$ cat src/rtl/prog_loader.sv
// rtl/prog_loader.sv - framed byte-stream loader that writes a program memory and releases the CPU reset.
// Define LOADER_CHECKSUM_EN to add a trailing XOR checksum byte to each frame.
module prog_loader #(
  parameter int          ADDR_W    = 8,
  parameter logic [7:0]  SYNC_BYTE = 8'hA5
) (
  input  logic              clk,
  input  logic              rst,
  input  logic [7:0]        in_data,
  input  logic              in_valid,
  output logic              in_ready,
  output logic              mem_we,
  output logic [ADDR_W-1:0] mem_addr,
  output logic [7:0]        mem_wdata,
  output logic              cpu_rst_n,
  output logic              load_done,
  output logic              load_err
);

`ifdef LOADER_CHECKSUM_EN
  typedef enum logic [2:0] {ST_IDLE, ST_LEN, ST_DATA, ST_CSUM, ST_DONE, ST_ERR} state_t;
`else
  typedef enum logic [2:0] {ST_IDLE, ST_LEN, ST_DATA, ST_DONE, ST_ERR} state_t;
`endif

  localparam logic [8:0] MAX_LEN = 9'(2 ** ADDR_W);

  state_t            state;
  logic [ADDR_W-1:0] cnt;
  logic [ADDR_W-1:0] last_idx;
  logic              take;
`ifdef LOADER_CHECKSUM_EN
  logic [7:0]        acc;
  logic [7:0]        len_q;
`endif

  // Never back-pressured; only held off while reset is asserted.
  assign in_ready = ~rst;
  assign take     = in_valid & in_ready;

  always_ff @(posedge clk or posedge rst) begin
    if (rst) begin
      state     <= ST_IDLE;
      cnt       <= '0;
      last_idx  <= '0;
      mem_we    <= 1'b0;
      mem_addr  <= '0;
      mem_wdata <= 8'h00;
      cpu_rst_n <= 1'b0;
      load_done <= 1'b0;
      load_err  <= 1'b0;
`ifdef LOADER_CHECKSUM_EN
      acc       <= 8'h00;
      len_q     <= 8'h00;
`endif
    end else begin
      mem_we <= 1'b0;
      if (take) begin
        case (state)
          ST_IDLE, ST_DONE, ST_ERR: begin
            if (in_data == SYNC_BYTE) begin
              state     <= ST_LEN;
              load_done <= 1'b0;
              load_err  <= 1'b0;
              cpu_rst_n <= 1'b0;
            end
          end
          ST_LEN: begin
            if (in_data == 8'h00 || {1'b0, in_data} > MAX_LEN) begin
              state    <= ST_ERR;
              load_err <= 1'b1;
            end else begin
              // Store L-1 so a full 2**ADDR_W frame still fits the address width.
              last_idx <= ADDR_W'(in_data - 8'd1);
              cnt      <= '0;
`ifdef LOADER_CHECKSUM_EN
              acc      <= 8'h00;
              len_q    <= in_data;
`endif
              state    <= ST_DATA;
            end
          end
          ST_DATA: begin
            mem_we    <= 1'b1;
            mem_addr  <= cnt;
            mem_wdata <= in_data;
`ifdef LOADER_CHECKSUM_EN
            acc       <= acc ^ in_data;
`endif
            if (cnt == last_idx) begin
`ifdef LOADER_CHECKSUM_EN
              state     <= ST_CSUM;
`else
              state     <= ST_DONE;
              load_done <= 1'b1;
              cpu_rst_n <= 1'b1;
`endif
            end else begin
              cnt <= cnt + 1'b1;
            end
          end
`ifdef LOADER_CHECKSUM_EN
          ST_CSUM: begin
            // The length byte is folded in here rather than preloaded into acc.
            if (in_data == (acc ^ len_q)) begin
              state     <= ST_DONE;
              load_done <= 1'b1;
              cpu_rst_n <= 1'b1;
            end else begin
              state    <= ST_ERR;
              load_err <= 1'b1;
            end
          end
`endif
          default: state <= ST_IDLE;
        endcase
      end
    end
  end

endmodule

$ cat config.mk
export PLATFORM = sky130hd
export DESIGN_NAME = prog_loader
export DESIGN_NICKNAME = d
export VERILOG_FILES = /design/src/rtl/prog_loader.sv
export SDC_FILE = /design/constraint.sdc
export NUM_CORES = 1
export LEC_CHECK = 0
export ABC_CLOCK_PERIOD_IN_PS = 2100
export BUFFER_PORTS_ARGS = -buffer_cell sky130_fd_sc_hd__buf_2
export CORE_MARGIN = 1.5
export CORE_UTILIZATION = 55
export CTS_BUF_LIST = sky130_fd_sc_hd__clkbuf_8
export DETAILED_ROUTE_END_ITERATION = 12
export PLACE_DENSITY_LB_ADDON = 0.08
export SETUP_SLACK_MARGIN = 0.05
export SKIP_LAST_GASP = 1
export SYNTH_ARGS = -nofsm -noshare
export SYNTH_HDL_FRONTEND = slang
export SYNTH_SLANG_ARGS = --single-unit
export TNS_END_PERCENT = 100
$ cat constraint.sdc
create_clock -name clk -period 2.1 [get_ports clk]
set_input_delay 0.105 -clock clk [delete_from_list [all_inputs] [get_ports clk]]
set_output_delay 0.105 -clock clk [all_outputs]
set_load 0.05 [all_outputs]
==> metrics.md, run 1 <==
| Metric | Value |
|---|---|
| Chip height | 60.7 um |
| # DRC | 0 |
| Synth Warn # | 0 |
| Worst skew pair latency | 290 ps |
| Clock sinks | 38 |
| Core Area | a little over 3000 sq um |
| FF-to-FF path depth | 6 |
| Most frequent cells in the layout | dfrtp_1 (38), buf_2 (31), nand2_1 (23) |
| Peak VDD IR | 1330 uV |
| Outcome | complete, no violations |
| Crit share post-route | 0.888 |
| Setup repair bufs after CTS | 0 |
| Final HPWL DP | 2.78 mm |
| Leading cell type in the layout, fill and taps excluded | dfrtp_1 |
| Vias in the first global route | 1370 |
| Mapped Avg Cell Area | 10.8 sq um |
| I/O Buffers | 31 |
| Post-synthesis cell count | 170 |
| Power Density | 1290 nW/um^2 |
| Period minus WS final | around 1900 ps |
| Slew Limit Fails | 0 |
| Mean routed wirelength per cell | 14.7 um |
| Seq/Total Area, Yosys | 0.520 |
| Initial Utilization | 0.589 |
| CP Data Required Time | 2320 ps |
| Worst setup margin | 236 ps |
| Syn nets | 184 |
| Final hold violations | 0 |
| Headroom to the max-slew limit | 0.570 |
| Number of vias in the routed layout | between 1000 and 1500 |
| First-pass GRT wire length | around 6.2 mm |
| Post-place setup slack | approximately 95 ps |
| Highest clock rate | 0.536 GHz |
| Synth cell types | 36 |
| Hold Crit Class | input port to flop |
| CTS tree | yes |
| Crit Path Category | flop to flop |
| Arr. time, crit path | 2090 ps |
| Initial antenna violation count | 0 |
| Hold depth | 2 |
| Tightest Pin Transition | 638 ps |
| First drt pass iteration count | 4 |
| Peak fanout along the critical path | 8 |
| GP Congestion | 0.854 |
| Worst-path clk slew | ~70 ps |
| Final #Nets | 224 |
| Post-DRT Antenna Nets | 0 |
| Die X | between 60 and 70 um |
| # IOs | 32 |
| Max H-tree Level | 2 |
| Root Buffer | clkbuf_8 |
| Initial DRC count | 42 |
| # Max-Cap Violations | 0 |
| Die area | 3680 sq um |
| Area Overhead vs Synth | 19.2% |
| Pin count of the biggest net entering global routing | 39 |
| Seq cells post-synth | 38 |
| Leakage | between 0.001 and 0.0015 uW |
| Share of cells above drive strength 1 | 0.303 |
| Cts bufs inserted | 5 |
| Overflow after GRT | 0 |
| Critical Path End Type | flop |
| Clock Path Buffers | 2 |
| Final core utilization | 0.702 |
| Clk_skew | ~4.3 ps |
| FP Rows | 20 |
| Worst Setup Start Kind | flop |
| Unrepaired setup endpoints after global routing | no |
| Setup Viol. Count Final | 0 |
| Ant diodes | 0 |
| Global-route usage over all layers | 0.241 |
| Via/cell ratio | 5.40 |
| Post-Synthesis Cell Area | 1830 sq um |
| Sum Neg Setup Slack | 0 ps |
| Routed WL | roughly 3.7 mm |
registers in the layout, summed over array words and instances, names as in the netlist:
signal and flops:
mem_we 1, load_err 1, load_done 1, mem_addr 8, state 3, cnt 8
last_idx 8, mem_wdata 8
worst max-delay path, stage by stage (launching register included):
cell and delay (ps):
dfrtp_1 470, xor2_1 200, nor4_1 430, a21oi_2 190, buf_4 190, o22a_1 200
mux2i_1 120
synthesized netlist by cell type (all sizes together):
| cell | n | area [sq um] |
|---|---|---|
| dfrtp | 38 | 951 |
| nand2 | 23 | 86.3 |
| o21ai | 19 | 95.1 |
| mux2 | 14 | 158 |
| nor2 | 9 | 33.8 |
| xor2 | 9 | 78.8 |
| nand3 | 6 | 30.0 |
| buf | 4 | 31.3 |
| xnor2 | 4 | 35.0 |
| clkbuf | 3 | 11.3 |
| ha | 3 | 37.5 |
| inv | 3 | 11.3 |
| mux2i | 3 | 30.0 |
| nor2b | 3 | 26.3 |
| nor4 | 3 | 18.8 |
| o22a | 3 | 26.3 |
| a21oi | 2 | 10.0 |
| a22o | 2 | 17.5 |
| and3 | 2 | 12.5 |
| nor3 | 2 | 10.0 |
| nor3b | 2 | 15.0 |
| o31ai | 2 | 15.0 |
| a21o | 1 | 7.51 |
| a311o | 1 | 10.0 |
| a31oi | 1 | 6.26 |
| clkinv | 1 | 3.75 |
| nand2b | 1 | 6.26 |
| nand3b | 1 | 7.51 |
| nand4b | 1 | 8.76 |
| nor4b | 1 | 8.76 |
| o21a | 1 | 7.51 |
| or4 | 1 | 11.3 |
| or4b | 1 | 10.0 |
worst paths after layout:
kind                                  from           to  slack (ps)
worst min-delay path            in_data[0]  last_idx[0]          50
worst min register to register    load_err     load_err         490
max in group asynchronous              rst  mem_addr[5]        1270
min in group asynchronous              rst     state[0]         500
worst max register to register      cnt[3]       cnt[3]         240
worst max-delay path                cnt[3]       cnt[3]         240
layer usage:
metal / part of all wire / track usage / up-vias / routed length, um
li1: - / - / 678 / -
met1: 0.44 / 0.288 / 657 / 1630
met2: 0.50 / 0.402 / 34 / 1880
met3: 0.043 / 0.0746 / 8 / 161
met4: 0.019 / 0.0994 / 0 / 70
met5: 0 / 0 / - / 0
logic make-up (layout without fill, tap and decap cells):
group           after synthesis  count (layout)  share of synthesized area
simple gates                 56              56                      0.156
fa+ha+maj                     3               3                     0.0205
compound gates               32              32                      0.107
flops                        38              38                      0.520
mux                          17              17                      0.103
xor+xnor                     13              13                     0.0623
buf+inv                      11              52                     0.0315
cell type report:
type / count / area [sq um]
repair buffers: 40 / 225
well taps: 44 / 55.1
inverters: 4 / 15.0
fillers: 251 / 923
clock buffers: 8 / 110
flip-flops and latches: 38 / 951
multi-input cells: 121 / 823
per-stage QoR:
step | area [sq um] | cells | power, uW | hold slack, ps
final | 2180 | 255 | 2800 | 50.4
after global routing | 2180 | 255 | 2960 | 77.0
after CTS | 2180 | 255 | 2820 | 46.7
after detailed placement | 2060 | 246 | 2230 | 279
after global placement | 2060 | 246 | 2200 | 268
after floorplan | 1830 | 170 | 1940 | 213
power breakdown:
group / leakage [uW] / internal [uW] / switching (uW)
combinational: 0.000547 / 361 / 756
clock: 0.0000575 / 331 / 249
sequential: 0.000496 / 950 / 154
timing repair:
action                                 4_1_cts  5_1_grt
resized for setup                            0        1
hold buffers                                 1        0
setup endpoints to repair                    0        4
endpoints found under the hold margin       38        0
(Power assumes the default switching activity.)
==> inputs of run 2 (changes only) <==
- BUFFER_PORTS_ARGS: -buffer_cell sky130_fd_sc_hd__buf_2 -> not set
- DONT_BUFFER_PORTS: not set -> 1
- REMOVE_ABC_BUFFERS: not set -> 1
==> metrics.md, run 2 (synthesized netlist as in run 1, its figures left out) <==
| Metric | Value |
|---|---|
| Peak fanout along the critical path | 7 |
| Leading cell type in the layout, fill and taps excluded | dfrtp_1 |
| Die X | 60.7 um |
| Initial antenna violation count | 0 |
| # DRC | 0 |
| Initial DRC count | 44 |
| Slew Limit Fails | 0 |
| Setup Viol. Count Final | 0 |
| Post-place setup slack | 178 ps |
| Crit share post-route | 0.870 |
| CP Data Required Time | 2300 ps |
| Share of cells above drive strength 1 | 0.177 |
| Power Density | 1340 nW/um^2 |
| Largest stage delay, worst path | 480 ps |
| Headroom to the max-slew limit | 0.634 |
| Cells after DPL | about 220 |
| Overall power | 2830 uW |
| Number of vias in the routed layout | 1280 |
| Mean routed wirelength per cell | 14.9 um |
| Worst Setup Start Kind | flop |
| Unrepaired setup endpoints after global routing | no |
| Worst setup margin | 273 ps |
| Final #Nets | 199 |
| Post-Layout Cell Count | 230 |
| CP max stage cell | dfrtp_1 |
| # Max-Cap Violations | 0 |
| Final Cell Area | 2110 sq um |
| Hold Crit Class | input port to flop |
| Overflow after GRT | 0 |
| Initial Utilization | 0.589 |
| Via/cell ratio | 5.57 |
| Tightest Pin Transition | 543 ps |
| Clk_skew | 7.02 ps |
| Pin count of the biggest net entering global routing | 39 |
| Final hold violations | 0 |
| CTS tree | yes |
| Peak VDD IR | around 850 uV |
| Area Overhead vs Synth | 15.3% |
| Clock Path Buffers | 2 |
| First drt pass iteration count | 4 |
| CP bufs+invs | 1 |
| FP Rows | 20 |
| Max H-tree Level | 2 |
| Clock sinks | 38 |
| Chip height | 60.7 um |
| Die area | 3680 sq um |
| # IOs | 32 |
| Root Buffer | clkbuf_8 |
| CP Cell Sequence | xor2_1 -> nor4_1 -> a21oi_1 -> buf_4 -> o22a_1 -> mux2i_1 |
| Ant diodes | 0 |
| Arr. time, crit path | ~2000 ps |
| Core Area | 3100 sq um |
| Global-route usage over all layers | 0.217 |
| First-pass GRT wire length | 5.62 mm |
| Period minus WS final | 1830 ps |
| Final core utilization | 0.679 |
| Worst skew pair latency | 290 ps |
| Kind of cell adding the most delay to the critical path | flip-flops |
| GP Congestion | roughly 0.85 |
| Routed WL | roughly 3.4 mm |
| Final HPWL DP | around 2.5 mm |
| Post-DRT Antenna Nets | 0 |
| Critical Path End Type | flop |
| Worst-path clk slew | about 70 ps |
| I/O Buffers | 0 |
| Vias in the first global route | 1246 |
| Post-Place Cell Area | 1900 sq um |
| Outcome | complete, no violations |
| Cts bufs inserted | 5 |
| Leakage | between 0.0009 and 0.001 uW |
| Highest clock rate | 0.547 GHz |
| Crit Path Category | flop to flop |
| Setup repair bufs after CTS | 0 |
| Most frequent cells in the layout | dfrtp_1 (38), nand2_1 (23), o21ai_0 (19) |
run 2: worst reg2reg max path: stages (launching register included):
cell     delay [ps]
dfrtp_1         480
xor2_1          200
nor4_1          360
a21oi_1         180
buf_4           190
o22a_1          200
mux2i_1         150
run 2: worst paths after layout:
kind | from | end | slack, ps | depth (start not counted)
setup / recovery | cnt[4] | cnt[3] | 270 | 6
hold / removal | in_data[7] | last_idx[7] | 7 | 2
setup reg to reg | cnt[4] | cnt[3] | 270 | 6
hold reg to reg | last_idx[7] | last_idx[7] | 500 | 2
max in group asynchronous | rst | state[2] | 1740 | 2
min in group asynchronous | rst | load_err | 40 | 2
run 2: cell type report:
cell class | instances | area, sq um
timing repair buffer | 15 | 130
tap | 44 | 55.1
sequential | 38 | 951
multi-input combinational | 121 | 820
inverter | 4 | 15.0
clock inverter | 3 | 68.8
fill | 268 | 995
clock buffer | 5 | 68.8
run 2: through the flow:
| stage | hold slack (ps) | TNS [ps] |
|---|---|---|
| after floorplan | 217 | -162 |
| after global placement | 227 | 0 |
| after detailed placement | 240 | 0 |
| after CTS | 4.97 | 0 |
| after global routing | 5.32 | 0 |
| final | 6.92 | 0 |
run 2: timing repair:
action / in CTS / in global routing
endpoints found under the hold margin: 8 / 0
hold buffers: 7 / 0
gates resized for setup: 0 / 0
run 2: per-layer routing:
layer / GRT usage / vias up / routed length, um
met2: 0.343 / 36 / 1660
met3: 0.0853 / 6 / 224
li1: - / 626 / -
met4: 0.0714 / 0 / 49
met1: 0.274 / 612 / 1490
met5: 0 / - / 0
run 2: report_power, final:
| part | total [uW] | switching, uW | leakage [uW] | internal, uW |
|---|---|---|---|---|
| sequential | 1470 | 527 | 0.000496 | 943 |
| combinational | 626 | 338 | 0.000428 | 288 |
| clock | 730 | 255 | 0.0000683 | 476 |
| total | 2830 | 1120 | 0.000993 | 1710 |
==> inputs of run 3 (changes only) <==
- CORE_UTILIZATION: 55 -> 25
==> metrics.md, run 3 (synthesized netlist as in run 1, its figures left out) <==
| Metric | Value |
|---|---|
| Hold Crit Class | input port to flop |
| Overall power | 2780 uW |
| # fillers | 736 |
| Mean routed wirelength per cell | roughly 15 um |
| FP Rows | 30 |
| # Max-Cap Violations | 0 |
| Arr. time, crit path | 2040 ps |
| Worst-path clk slew | ~90 ps |
| Number of vias in the routed layout | approximately 1300 |
| Clk_skew | 8.60 ps |
| Pin count of the biggest net entering global routing | 25 |
| CP Data Required Time | 2280 ps |
| Post-Place Cell Area | 2000 sq um |
| Initial antenna violation count | 0 |
| CP bufs+invs | 1 |
| Cts bufs inserted | 5 |
| Die area | 7830 sq um |
| Highest clock rate | 0.540 GHz |
| Initial Utilization | 0.263 |
| Cells after DPL | 271 |
| # IOs | 32 |
| Share of cells above drive strength 1 | 0.204 |
| Crit share post-route | 0.882 |
| Global-route usage over all layers | 0.123 |
| Core Area | 6940 sq um |
| Worst setup margin | 247 ps |
| CP max stage cell | dfrtp_1 |
| Post-place setup slack | ~190 ps |
| Headroom to the max-slew limit | 0.604 |
| Post-DRT Antenna Nets | 0 |
| Met3 usage | 0.0345 |
| Clock sinks | 38 |
| Final core utilization | 0.317 |
| I/O Buffers | 0 |
| Worst skew pair latency | 300 ps |
| Slew Limit Fails | 0 |
| GP Congestion | 0.742 |
| Peak VDD IR | 577 uV |
| Area Overhead vs Synth | 20.5% |
| Ant diodes | 0 |
| Final hold violations | 0 |
| First drt pass iteration count | 4 |
| Routed WL | 4.25 mm |
| Setup repair bufs after CTS | 0 |
| Clock Path Buffers | 2 |
| Overflow after GRT | 0 |
| Leading cell type in the layout, fill and taps excluded | dfrtp_1 |
| Via/cell ratio | 4.55 |
| Post-Layout Cell Count | 287 |
| Leakage | approximately 0.0010 uW |
| Most used routing layer | met2 |
| CTS tree | yes |
| Tightest Pin Transition | 587 ps |
| Vias in the first global route | 1424 |
| Final #Nets | around 200 |
| Area of the multi-input gates | 832 sq um |
| Chip height | 88.5 um |
| Unrepaired setup endpoints after global routing | no |
| Final Cell Area | 2200 sq um |
| CP Cell Sequence | nor3b_1 -> nand2_1 -> a21oi_1 -> buf_4 -> o22a_1 -> mux2i_1 |
| Root Buffer | clkbuf_8 |
| Setup Viol. Count Final | 0 |
| Global-route met1 utilization | 0.143 |
| GR met2 Demand/Resource | 0.207 |
| Critical Path End Type | flop |
| Most frequent cells in the layout | dfrtp_1 (38), nand2_1 (23), o21ai_0 (19) |
| # DRC | 0 |
| Power Density | 1260 nW/um^2 |
| Worst Setup Start Kind | flop |
| Max H-tree Level | 2 |
| Period minus WS final | 1850 ps |
| Storage element area | between 900 and 1000 sq um |
| Die X | 88.5 um |
| Outcome | complete, no violations |
| First-pass GRT wire length | 7.02 mm |
| Initial DRC count | 72 |
| Kind of cell adding the most delay to the critical path | compound AO/OA/AOI/OAI gates |
| Final HPWL DP | approximately 3.1 mm |
| Largest stage delay, worst path | 440 ps |
| Crit Path Category | flop to flop |
| Peak fanout along the critical path | 8 |
## run 3: area by class of cell
| class | instances | share of cell area |
|---|---|---|
| Multi-Input combinational cell | 121 | 0.378 |
| Timing Repair Buffer | 20 | 0.0773 |
| Sequential cell | 38 | 0.432 |
| Clock inverter | 3 | 0.0205 |
| Clock buffer | 5 | 0.0313 |
| Inverter | 4 | 0.00682 |
| Tap cell | 96 | 0.0545 |
## run 3: worst paths after layout
path	cells after the start	from	slack [ps]	endpoint
min in group asynchronous	2	rst	300	load_done
worst min register to register	2	last_idx[2]	500	last_idx[2]
worst min-delay path	2	in_data[0]	10	mem_wdata[0]
worst max-delay path	6	state[0]	250	cnt[3]
worst max register to register	6	state[0]	250	cnt[3]
max in group asynchronous	3	rst	1070	mem_addr[4]
## run 3: worst register-to-register path, delay by kind of cell (launching register included)
kind	cells	cell delay, ps
AND/OR/NAND/NOR	2	440
multiplexers	1	70
AO/OA/AOI/OAI	2	560
buffers and inverters	1	230
flip-flops	1	440
## run 3: report_power, final
| group | switching [uW] | internal (uW) |
|---|---|---|
| Clock | 286 | 353 |
| Combinational | 362 | 305 |
| Sequential | 531 | 943 |
| Total | 1180 | 1600 |
## run 3: timing repair
item / CTS / global route
endpoints found under the setup margin: 0 / 1
gates resized for setup: 0 / 2
hold buffers: 8 / 0
endpoints found under the hold margin: 24 / 0
## run 3: through the flow
| stage | hold slack (ps) | setup TNS (ps) |
|---|---|---|
| final | 10.9 | 0 |
| after global routing | 30.3 | 0 |
| after CTS | 7.15 | 0 |
| after detailed placement | 76.9 | 0 |
| after global placement | 74.7 | 0 |
| after floorplan | 217 | -162 |
## run 3: layer usage
layer	up-vias	wire (um)	part of all wire
met3	8	212	0.050
met2	32	2050	0.48
met1	631	1900	0.45
met4	0	86	0.020
li1	634	-	-
met5	-	0	0
